**src/rtl/decode_pkg.sv**
```systemverilog
// Shared encodings for the D-stage decoder: opcodes, DP ALU codes,
// multiplier control bit positions and the long-multiply sequencer states.
package decode_pkg;

  localparam logic [1:0] OP_DP  = 2'b00;
  localparam logic [1:0] OP_MEM = 2'b01;
  localparam logic [1:0] OP_BR  = 2'b10;

  localparam logic [4:0] ALU_ADD = 5'b00000;
  localparam logic [4:0] ALU_SUB = 5'b00001;
  localparam logic [4:0] ALU_AND = 5'b00010;
  localparam logic [4:0] ALU_ORR = 5'b00011;
  localparam logic [4:0] ALU_ADC = 5'b00100;
  localparam logic [4:0] ALU_SBC = 5'b00101;
  localparam logic [4:0] ALU_EOR = 5'b00110;
  localparam logic [4:0] ALU_RSB = 5'b01000;
  localparam logic [4:0] ALU_RSC = 5'b01100;
  localparam logic [4:0] ALU_BIC = 5'b10010;

  localparam int MUL_SEL_BIT    = 5;
  localparam int MUL_ACC_BIT    = 2;
  localparam int MUL_HI_BIT     = 1;
  localparam int MUL_SIGNED_BIT = 0;

  typedef enum logic {
    IDLE    = 1'b0,
    LONG_HI = 1'b1
  } seq_state_t;

  typedef struct packed {
    logic       pcs;
    logic       reg_w;
    logic       mem_w;
    logic       mem_to_reg;
    logic       alu_src;
    logic       branch;
    logic       no_write;
    logic       ig_rn;
    logic [1:0] flag_w;
    logic [3:0] wa3;
  } ctrl_t;

  // Funct[4:1] to 5-bit ALU code; MVN and anything unlisted fall back to ADD.
  function automatic logic [4:0] dp_alu_code(input logic [3:0] cmd);
    case (cmd)
      4'b0000, 4'b1000: return ALU_AND;
      4'b0001, 4'b1001: return ALU_EOR;
      4'b0010, 4'b1010: return ALU_SUB;
      4'b0011:          return ALU_RSB;
      4'b0101:          return ALU_ADC;
      4'b0110:          return ALU_SBC;
      4'b0111:          return ALU_RSC;
      4'b1100:          return ALU_ORR;
      4'b1110:          return ALU_BIC;
      default:          return ALU_ADD;
    endcase
  endfunction

endpackage

```
**src/rtl/decode_core.sv**
```systemverilog
// Combinational instruction decode: main decode, DP ALU decode and
// multiply classification. uop_hi selects the high-half fields of a long multiply.
module decode_core
  import decode_pkg::*;
#(
  parameter int ALUC_W = 6,
  parameter bit EN_MUL = 1'b1
) (
  input  logic [31:0]       instr,
  input  logic              uop_hi,
  output logic [1:0]        reg_src,
  output logic [1:0]        imm_src,
  output ctrl_t             ctrl,
  output logic [ALUC_W-1:0] alu_control,
  output logic              is_long,
  output logic              is_real
);

  logic [1:0] op;
  logic [5:0] funct;
  logic [3:0] cmd;
  logic       s_bit;
  logic       is_mul;
  logic [4:0] dp_code;
  logic       unused_instr;

  assign op       = instr[27:26];
  assign funct    = instr[25:20];
  assign cmd      = funct[4:1];
  assign s_bit    = funct[0];
  assign is_mul   = EN_MUL && (op == OP_DP) && !funct[5] && (instr[7:4] == 4'b1001);
  assign is_long  = is_mul && instr[23];
  assign is_real  = (op != 2'b11);
  assign dp_code  = dp_alu_code(cmd);
  assign unused_instr = ^{instr[31:28], instr[11:8], instr[3:0]};

  always_comb begin
    reg_src     = 2'b00;
    imm_src     = 2'b00;
    ctrl        = '0;
    alu_control = '0;
    ctrl.wa3    = instr[15:12];

    case (op)
      OP_DP: begin
        ctrl.reg_w   = 1'b1;
        ctrl.alu_src = funct[5];
      end
      OP_MEM: begin
        imm_src      = 2'b01;
        ctrl.alu_src = 1'b1;
        if (funct[0]) begin
          ctrl.mem_to_reg = 1'b1;
          ctrl.reg_w      = 1'b1;
        end else begin
          reg_src    = 2'b10;
          ctrl.mem_w = 1'b1;
        end
      end
      OP_BR: begin
        reg_src      = 2'b01;
        imm_src      = 2'b10;
        ctrl.alu_src = 1'b1;
        ctrl.branch  = 1'b1;
      end
      default: ;
    endcase

    // Multiply fields ignore Funct[4:1] so NoWrite/IgRn can never leak in.
    if (op == OP_DP) begin
      if (is_mul) begin
        alu_control[MUL_SEL_BIT] = 1'b1;
        alu_control[MUL_ACC_BIT] = instr[21];
        if (is_long) begin
          alu_control[MUL_SIGNED_BIT] = instr[22];
          alu_control[MUL_HI_BIT]     = uop_hi;
          if (uop_hi) begin
            ctrl.wa3    = instr[19:16];
            ctrl.flag_w = {s_bit, 1'b0};
          end
        end else begin
          ctrl.wa3    = instr[19:16];
          ctrl.flag_w = {s_bit, 1'b0};
        end
      end else begin
        alu_control[4:0] = dp_code;
        ctrl.no_write     = (cmd[3:2] == 2'b10);
        ctrl.ig_rn        = (cmd == 4'b1101);
        ctrl.flag_w       = {s_bit, s_bit & ~dp_code[1]};
      end
    end

    ctrl.pcs = ((ctrl.wa3 == 4'hF) && ctrl.reg_w) || ctrl.branch;
  end

endmodule

```
**src/rtl/decode_seq.sv**
```systemverilog
// Registered decoder with D->E pipeline register (stall/flush) and a
// two-state sequencer that splits long multiplies into two E-stage micro-ops.
module decode_seq
  import decode_pkg::*;
#(
  parameter int ALUC_W = 6,
  parameter bit EN_MUL = 1'b1
) (
  input  logic              clk,
  input  logic              reset,
  input  logic [31:0]       InstrD,
  input  logic              ValidD,
  input  logic              StallE,
  input  logic              FlushE,
  output logic [1:0]        RegSrcD,
  output logic [1:0]        ImmSrcD,
  output logic              StallD,
  output logic              ValidE,
  output logic              PCSE,
  output logic              RegWE,
  output logic              MemWE,
  output logic              MemtoRegE,
  output logic              ALUSrcE,
  output logic              BranchE,
  output logic              NoWriteE,
  output logic              IgRnE,
  output logic [1:0]        FlagWE,
  output logic [ALUC_W-1:0] ALUControlE,
  output logic [3:0]        WA3E,
  output logic              UopE
);

  seq_state_t        state, state_nxt;
  ctrl_t             ctrl_p0, ctrl_p1;
  logic [ALUC_W-1:0] aluc_p0, aluc_p1;
  logic              vld_p0, vld_p1;
  logic              uop_p0, uop_p1;
  logic              is_long;
  logic              is_real;
  logic              uop_hi;

  assign uop_hi = (state == LONG_HI);

  // Stage p0: decode of the D-stage instruction
  decode_core #(
    .ALUC_W (ALUC_W),
    .EN_MUL (EN_MUL)
  ) u_core (
    .instr       (InstrD),
    .uop_hi      (uop_hi),
    .reg_src     (RegSrcD),
    .imm_src     (ImmSrcD),
    .ctrl        (ctrl_p0),
    .alu_control (aluc_p0),
    .is_long     (is_long),
    .is_real     (is_real)
  );

  assign vld_p0 = ValidD && is_real;
  assign uop_p0 = uop_hi && is_long;

  always_comb begin
    StallD    = StallE || ((state == IDLE) && ValidD && is_long);
    state_nxt = state;
    case (state)
      IDLE:    if (ValidD && is_long && !StallE) state_nxt = LONG_HI;
      LONG_HI: if (FlushE || !StallE)            state_nxt = IDLE;
      default: state_nxt = IDLE;
    endcase
  end

  always_ff @(posedge clk) begin
    if (reset) state <= IDLE;
    else       state <= state_nxt;
  end

  // Stage p1: D->E register; flush wins over stall
  always_ff @(posedge clk) begin
    if (reset || FlushE) begin
      vld_p1  <= 1'b0;
      ctrl_p1 <= '0;
      aluc_p1 <= '0;
      uop_p1  <= 1'b0;
    end else if (!StallE) begin
      vld_p1  <= vld_p0;
      ctrl_p1 <= vld_p0 ? ctrl_p0 : '0;
      aluc_p1 <= vld_p0 ? aluc_p0 : '0;
      uop_p1  <= vld_p0 && uop_p0;
    end
  end

  assign ValidE      = vld_p1;
  assign PCSE        = ctrl_p1.pcs;
  assign RegWE       = ctrl_p1.reg_w;
  assign MemWE       = ctrl_p1.mem_w;
  assign MemtoRegE   = ctrl_p1.mem_to_reg;
  assign ALUSrcE     = ctrl_p1.alu_src;
  assign BranchE     = ctrl_p1.branch;
  assign NoWriteE    = ctrl_p1.no_write;
  assign IgRnE       = ctrl_p1.ig_rn;
  assign FlagWE      = ctrl_p1.flag_w;
  assign ALUControlE = aluc_p1;
  assign WA3E        = ctrl_p1.wa3;
  assign UopE        = uop_p1;

endmodule

```
**config.mk**
```make
export PLATFORM = sky130hd
export DESIGN_NAME = decode_seq
export DESIGN_NICKNAME = d
export VERILOG_FILES = /design/src/rtl/decode_pkg.sv /design/src/rtl/decode_core.sv /design/src/rtl/decode_seq.sv
export SDC_FILE = /design/constraint.sdc
export NUM_CORES = 1
export LEC_CHECK = 0
export ABC_AREA = 1
export BUFFER_PORTS_ARGS = -buffer_cell sky130_fd_sc_hd__buf_2
export CORE_ASPECT_RATIO = 0.9
export CORE_MARGIN = 3
export CORE_UTILIZATION = 45
export CTS_CLUSTER_DIAMETER = 120
export DETAILED_ROUTE_END_ITERATION = 7
export GPL_TIMING_DRIVEN = 0
export MAX_ROUTING_LAYER = met4
export PLACE_DENSITY = 0.85
export SLEW_MARGIN = 5
export SYNTH_ARGS = -nofsm -noshare
export SYNTH_HDL_FRONTEND = slang
export SYNTH_SLANG_ARGS = --single-unit
export TNS_END_PERCENT = 30
```
**constraint.sdc**
```tcl
create_clock -name clk -period 1.4 [get_ports clk]
set_input_delay 0.21 -clock clk [delete_from_list [all_inputs] [get_ports clk]]
set_output_delay 0.21 -clock clk [all_outputs]
set_load 0.02 [all_outputs]
```
==> summary.md, run 1 <==
| Metric | Value |
|---|---|
| Status | complete, no violations |
| Chip height | 56.0 um |
| Finished Cell Area | 1690 um2 |
| CP max stage cell | ha_4 |
| Synth area leader | dfxtp_1 |
| CTS Buf Count | 3 |
| Yosys reg bits | 23 |
| Largest net degree at the start of global routing | 14 |
| CTS H-tree depth | 1 |
| Max reg flops | 6 |
| Critical path arrival | roughly 1200 ps |
| Vias in the first global route | roughly 1.2k |
| Worst min-delay path category | input port to flip-flop |
| Sum of buffers and inverters on the critical path | 3 |
| Crit path max-delay family | simple AND/OR/NAND/NOR gates |
| Routed vias/inst | between 4 and 5 |
| Synth warn | 0 |
| Setup TNS | 0 ps |
| Final Hold Viols | 0 |
| Met3 Routed Length | between 200 and 250 um |
| Clock edge transition at the registers on the reported setup and hold paths | about 120 ps |
| Area after DPL | 1540 um2 |
| Diode count | 0 |
| Synth-to-Final Area Change | 35.3% |
| Startpoint types | input port |
| Critical-path cell list | buf_8, inv_6, ha_4, nand2_4, nor2_8, nand2_8, nor2_4, nand3_2, nand2_2, buf_6 |
| Global-route wire length before repair | 4960 um |
| Max VDD drop | 0.582 mV |
| Fraction of layout cells with a size suffix above 1 | a little under two fifths |
| P_leak | about 0.82 nW |
| Core ar. | ~2600 um2 |
| Pwr dens | approximately 710 nW/um2 |
| Most frequent cells after synthesis | nand2_1 (38), dfxtp_1 (23), inv_1 (23) |
| Post-synthesis cell count | 171 |
| WL final | 3090 um |
| Asr flop ratio synth | 0% |
| Crit path capture type | output port |
| Pwr Total | between 1 and 1.5 mW |
| FF-to-FF Start | state |
| Highest clock rate | between 0.7 and 0.8 GHz |
| First-pass DRT Iterations | 4 |
| Max layer used | met4 |
| Rows | 17 |
| Initial antenna violation count | 0 |
| Gr ovfl total | 0 |
| Nets@finish | roughly 280 |
| Critical Path Source | InstrD[26] |
| Clk sinks | 23 |
| Filler cell count | 218 |
| # DRC | 0 |
| Worst Path Max Fanout | 4 |
| Synth top area share | 36.9% |
| Routability cong. | ~0.9 |
| Post-synthesis net count | between 200 and 250 |
| Clock skew | 3.34 ps |
| Mux cell area share after synthesis | 0% |
| Reg2reg setup slack | around 250 ps |
| Synth Area in XOR/XNOR | 0% |
| Simple-gate share of the synthesized area | 29.2% |
| Worst skew pair latency | 310 ps |
| Clock Path Buffers | 2 |
| Seq/Total Area, Yosys | 36.9% |
| Worst-Margin Slew | approximately 500 ps |
| CTS root buffer | clkbuf_4 |
| Post-DRT Antenna Nets | 0 |
| Largest family of logic cells by synthesized area | simple AND/OR/NAND/NOR gates |
| Slowest cell delay on critical path | 140 ps |
| Detailed Place HPWL | ~2300 um |
| Critical path depth | 10 |
| I/O pins | 64 |
| Setup ws final | 44.6 ps |
| GRT Total Usage | 19.2% |
| WP data required | 1190 ps |
| Total number of vias | roughly 1.3k |
| Die area | around 3400 um2 |
| Critical Path Sink | StallD |
| Metal-1 WL | 1330 um |
| Period minus WS final | 1360 ps |
| Slew margin rel. | 67.4% |
| # port buffers | 51 |
| Die W | 61.5 um |
| Hold-fix buffers at CTS | 0 |
| Post-Synth Adder-Cell Area | 5.01% |
| Max Cap Violations | 0 |
| Top post-synthesis cells by area | dfxtp_1 (37%), nand2_1 (11%), a21oi_1 (8.4%), inv_1 (6.9%), ha_1 (5.0%) |
| WL met2 | ~1500 um |
| WL per Instance | 11.8 um |
| Initial DRC Count | 40 |
| R2R cell count | 5 |
| Post-route insts no fill | 261 |
| CTS tree | built |
| Synth Flop Type | dfxtp_1 |
| Worst r2r dst | PCSE |
| Place WS | -265 ps |
| Complex-gate fraction of the synthesized area | 18.6% |
| Most common cell in the synthesized netlist | nand2_1 |
| Crit Path Class | input port to output port |
| Netlist cell types | 30 |
| Placed cell count | 250 |
| EDFF count, synth | 0 |
| Period utilization | 96.8% |
| Final Max Slew Viols | 0 |
| Post-Syn Area | 1250 um2 |
| Setup-failing EPs final | 0 |
| Starting density of the core | 48.9% |
| Syn Area/Cell | 7.30 um2 |
## worst min path at each step
stage	startpoint	end	cells past startpoint
floorplan	InstrD[25]	ALUSrcE	2
global placement	FlagWE[0]	FlagWE[0]	2
detailed placement	ALUControlE[4]	ALUControlE[4]	2
CTS	ValidD	state	3
global route	InstrD[25]	ALUSrcE	3
finish	InstrD[25]	ALUSrcE	3
## per-layer routing
metal | global-route usage [%] | vias up
met5 | - | -
met4 | 4.55 | 0
met3 | 4.41 | 4
met2 | 30.3 | 42
met1 | 24.6 | 568
li1 | - | 680
## worst register-to-register path, stage by stage (launching register included)
cell and delay [ps]:
dfxtp_4 400, o2111ai_1 260, nand2_1 80, nor2_1 110, nand3_1 120, a21oi_2 130
## stage by stage
stage                     util, %  hold WS (ps)
after detailed placement     60.3           456
final                        66.2           177
after floorplan                 -           362
after global routing         66.2           174
after global placement       60.3           451
after CTS                    64.5           170
## where the power goes
part | leakage, nW | switching [mW] | internal (mW) | total (mW)
clock | 0.0177 | 0.199 | 0.107 | 0.306
sequential | 0.186 | 0.00648 | 0.661 | 0.667
combinational | 0.620 | 0.137 | 0.0889 | 0.226
## cell type report
| type | count | area, um2 | share of cell area (%) |
|---|---|---|---|
| multi-input combinational | 115 | 693 | 41.0 |
| timing repair buffer | 59 | 338 | 20.0 |
| sequential | 23 | 464 | 27.5 |
| tap | 28 | 35.0 | 2.07 |
| buffer | 5 | 22.5 | 1.33 |
| inverter | 27 | 109 | 6.44 |
| clock buffer | 3 | 22.5 | 1.33 |
| clock inverter | 1 | 5.00 | 0.296 |
## cells in the final DEF (no fill, tap or decap), types with 3 or more instances in the layout
master     Yosys  routed
a21oi_1       21      21
buf_2          0      48
buf_4          1       9
clkbuf_1       4       4
clkbuf_4       0       3
dfxtp_1       23      22
ha_1           5       4
inv_1         23      20
inv_2          3       4
nand2_1       38      37
nand3_1       12      11
nor2_1        10      10
nor2_4         3       3
o2111ai_1      3       3
## timing repair
action	in CTS	in global routing
setup buffers	5	3
pin swaps	5	5
resized for setup	12	10
setup endpoints to repair	1	2
## cells by family after synthesis
logic type	Yosys count
AOI/OAI and AO/OA	36
adders and majority gates	5
buffers and inverters	33
DFF	23
and+or+nand+nor	74
(Power assumes the default switching activity.)
==> run 2: changes to the inputs <==
--- a/config.mk
+++ b/config.mk
@@ -9,13 +9,13 @@
 export BUFFER_PORTS_ARGS = -buffer_cell sky130_fd_sc_hd__buf_2
 export CORE_ASPECT_RATIO = 0.9
 export CORE_MARGIN = 3
-export CORE_UTILIZATION = 45
+export CORE_UTILIZATION = 40
 export CTS_CLUSTER_DIAMETER = 120
 export DETAILED_ROUTE_END_ITERATION = 7
 export GPL_TIMING_DRIVEN = 0
 export MAX_ROUTING_LAYER = met4
-export PLACE_DENSITY = 0.85
-export SLEW_MARGIN = 5
+export PLACE_DENSITY = 0.81
+export SLEW_MARGIN = 20
 export SYNTH_ARGS = -nofsm -noshare
 export SYNTH_HDL_FRONTEND = slang
 export SYNTH_SLANG_ARGS = --single-unit
==> constraint.sdc (replaced) <==
create_clock -name clk -period 1.23 [get_ports clk]
set_input_delay 0.1845 -clock clk [delete_from_list [all_inputs] [get_ports clk]]
set_output_delay 0.1845 -clock clk [all_outputs]
set_load 0.02 [all_outputs]
==> run 2 against run 1 <==
Cell area up 2.7%. Critical path depth unchanged. Highest routed layer unchanged. The flow now finishes with violations (negative setup slack). Worst hold slack worse by 24 ps. Critical endpoint unchanged. Global-route usage down 2.0 points. Die area up 11%. Total power up 14%. Via count down 0.77%.
==> summary.md, run 2 (synthesis gave the netlist of run 1 again) <==
| Metric | Value |
|---|---|
| Status | finished with violations |
| Violated checks | negative setup slack |
| Hold-fix buffers at CTS | 0 (unchanged) |
| WL per Instance | 11.0 um (-6.9%) |
| Nets@finish | 278 (+0.72%) |
| Routed vias/inst | 4.67 (-5.8%) |
| Vias in the first global route | 1193 (-1.5%) |
| Reg2reg setup slack | 30 ps (-220 ps) |
| CTS tree | built |
| GRT Total Usage | 17.2% (-2.0 points) |
| RSZ-0062 raised after global routing | yes |
| Startpoint types | input port |
| Max Cap Violations | 0 (unchanged) |
| P_leak | 0.837 nW (+1.5%) |
| Place WS | -317 ps (-52.4 ps) |
| Clock edge transition at the registers on the reported setup and hold paths | 130 ps (about the same) |
| WL final | 3030 um (-1.9%) |
| Largest net degree at the start of global routing | 14 (unchanged) |
| Die area | 3830 um2 (+11%) |
| Highest clock rate | 0.785 GHz |
| Finished Cell Area | 1740 um2 (+2.7%) |
| Global-route wire length before repair | 5090 um (+2.5%) |
| Detailed Place HPWL | 2350 um (+0.84%) |
| # DRC | 0 (unchanged) |
| Crit Path Class | input port to output port |
| I/O pins | 64 (unchanged) |
| Diode count | 0 (unchanged) |
| Period utilization | 104% |
| Chip height | 59.0 um (+5.4%) |
| Max VDD drop | 0.628 mV (+7.8%) |
| Starting density of the core | 43.7% (-5.3 points) |
| Clock Path Buffers | 2 (unchanged) |
| Commonest cells after routing, fill and taps aside | buf_2 (48), nand2_1 (37), dfxtp_1 (22) |
| Setup ws final | -44.0 ps (-88.6 ps) |
| Fraction of layout cells with a size suffix above 1 | 38.7% (+1.4 points) |
| WP data required | 1050 ps (-140 ps) |
| Hold slack | 154 ps (-23.7 ps) |
| Cell repeated most along the worst path | nand2_4 |
| Gr ovfl total | 0 (unchanged) |
| Final Max Slew Viols | 0 (unchanged) |
| Worst-Margin Slew | 480 ps (-8.66 ps) |
| Worst Path Max Fanout | 2 (-2) |
| Area after DPL | 1580 um2 (+2.9%) |
| Clock skew | 10.2 ps (+6.86 ps) |
| CTS root buffer | clkbuf_4 |
| Most common cell after layout, fill and taps aside | buf_2 |
| Core ar. | 2860 um2 (+12%) |
| Crit path capture type | output port |
| Max reg flops | 6 (unchanged) |
| Critical path arrival | 1090 ps (-60 ps) |
| Initial antenna violation count | 0 (unchanged) |
| CP max stage cell | ha_4 |
| Fin util | 60.7% (-5.5 points) |
| CTS H-tree depth | 1 (unchanged) |
| Worst min-delay path category | input port to flip-flop |
| First-pass DRT Iterations | 4 (unchanged) |
| Setup TNS | -44.0 ps (-44.0 ps) |
| Routability cong. | 0.819 (-8.7%) |
| Total number of vias | 1284 (-0.77%) |
| Clk sinks | 23 (unchanged) |
| Die W | 64.9 um (+5.5%) |
| Rows | 18 (+1) |
| Slew margin rel. | 68.0% (+0.58 points) |
| Worst skew pair latency | 310 ps (about the same) |
| Slowest cell delay on critical path | 140 ps (about the same) |
| CTS Buf Count | 3 (unchanged) |
| Initial DRC Count | 87 (+120%) |
| Synth-to-Final Area Change | 39.0% |
| Critical-path cell list | buf_8, inv_4, ha_4, nand2_4, nor2_8, nand2_8, nor2_4, nand3_2, nand2_4, buf_6 |
| # port buffers | 51 (unchanged) |
| Post-DRT Antenna Nets | 0 (unchanged) |
| Setup-failing EPs final | 1 (+1) |
| Period minus WS final | 1270 ps |
| Pwr dens | 787 nW/um2 (+11%) |
| Final Hold Viols | 0 (unchanged) |
==> run 2: critical path: cells and delay by family <==
kind,cells,cell delay [ps]
fa+ha+maj,1,140
simple gates,6,510
buf+inv,3,260
==> run 2: routing by layer <==
| metal | global-route usage, % | share of wire [%] | vias to the layer above |
|---|---|---|---|
| met2 | 27.7 | 46 | 40 |
| met4 | 3.92 | 0.79 | 0 |
| li1 | - | - | 681 |
| met1 | 22.3 | 47 | 559 |
| met3 | 3.80 | 6.5 | 4 |
| met5 | - | 0 | - |
==> run 2: area by class of cell <==
| cell class | instances | area, um2 |
|---|---|---|
| fill | 276 | 1120 |
| multi-input combinational | 115 | 706 |
| sequential | 23 | 464 |
| timing repair buffer | 61 | 357 |
| inverter | 27 | 109 |
| tap | 40 | 50.0 |
| clock buffer | 3 | 22.5 |
| buffer | 5 | 22.5 |
| clock inverter | 1 | 5.00 |
==> run 2: power by group <==
group / internal, mW / total (mW) / switching (mW) / leakage (nW)
registers: 0.752 / 0.759 / 0.00735 / 0.186
clock network: 0.122 / 0.345 / 0.223 / 0.0177
logic: 0.105 / 0.262 / 0.157 / 0.633
==> run 2: worst paths after layout <==
kind / start / to / cells past startpoint
min: InstrD[25] / ALUSrcE / 3
max: InstrD[26] / StallD / 10
min reg2reg: WA3E[3] / WA3E[3] / 2
max reg2reg: state / PCSE / 5
==> run 2: metrics by stage <==
step           cells  power, mW
3_3_place_gp     262       1.01
3_5_place_dp     262       1.01
2_1_floorplan    171      0.922
6_report         275       1.37
5_1_grt          275       1.45
4_1_cts          274       1.38
==> run 2: what timing repair did <==
item | in CTS | in global routing
gates cloned | 0 | 0
resized for setup | 11 | 5
endpoints found under the setup margin | 2 | 5
setup buffers | 9 | 1
pin swaps | 6 | 2
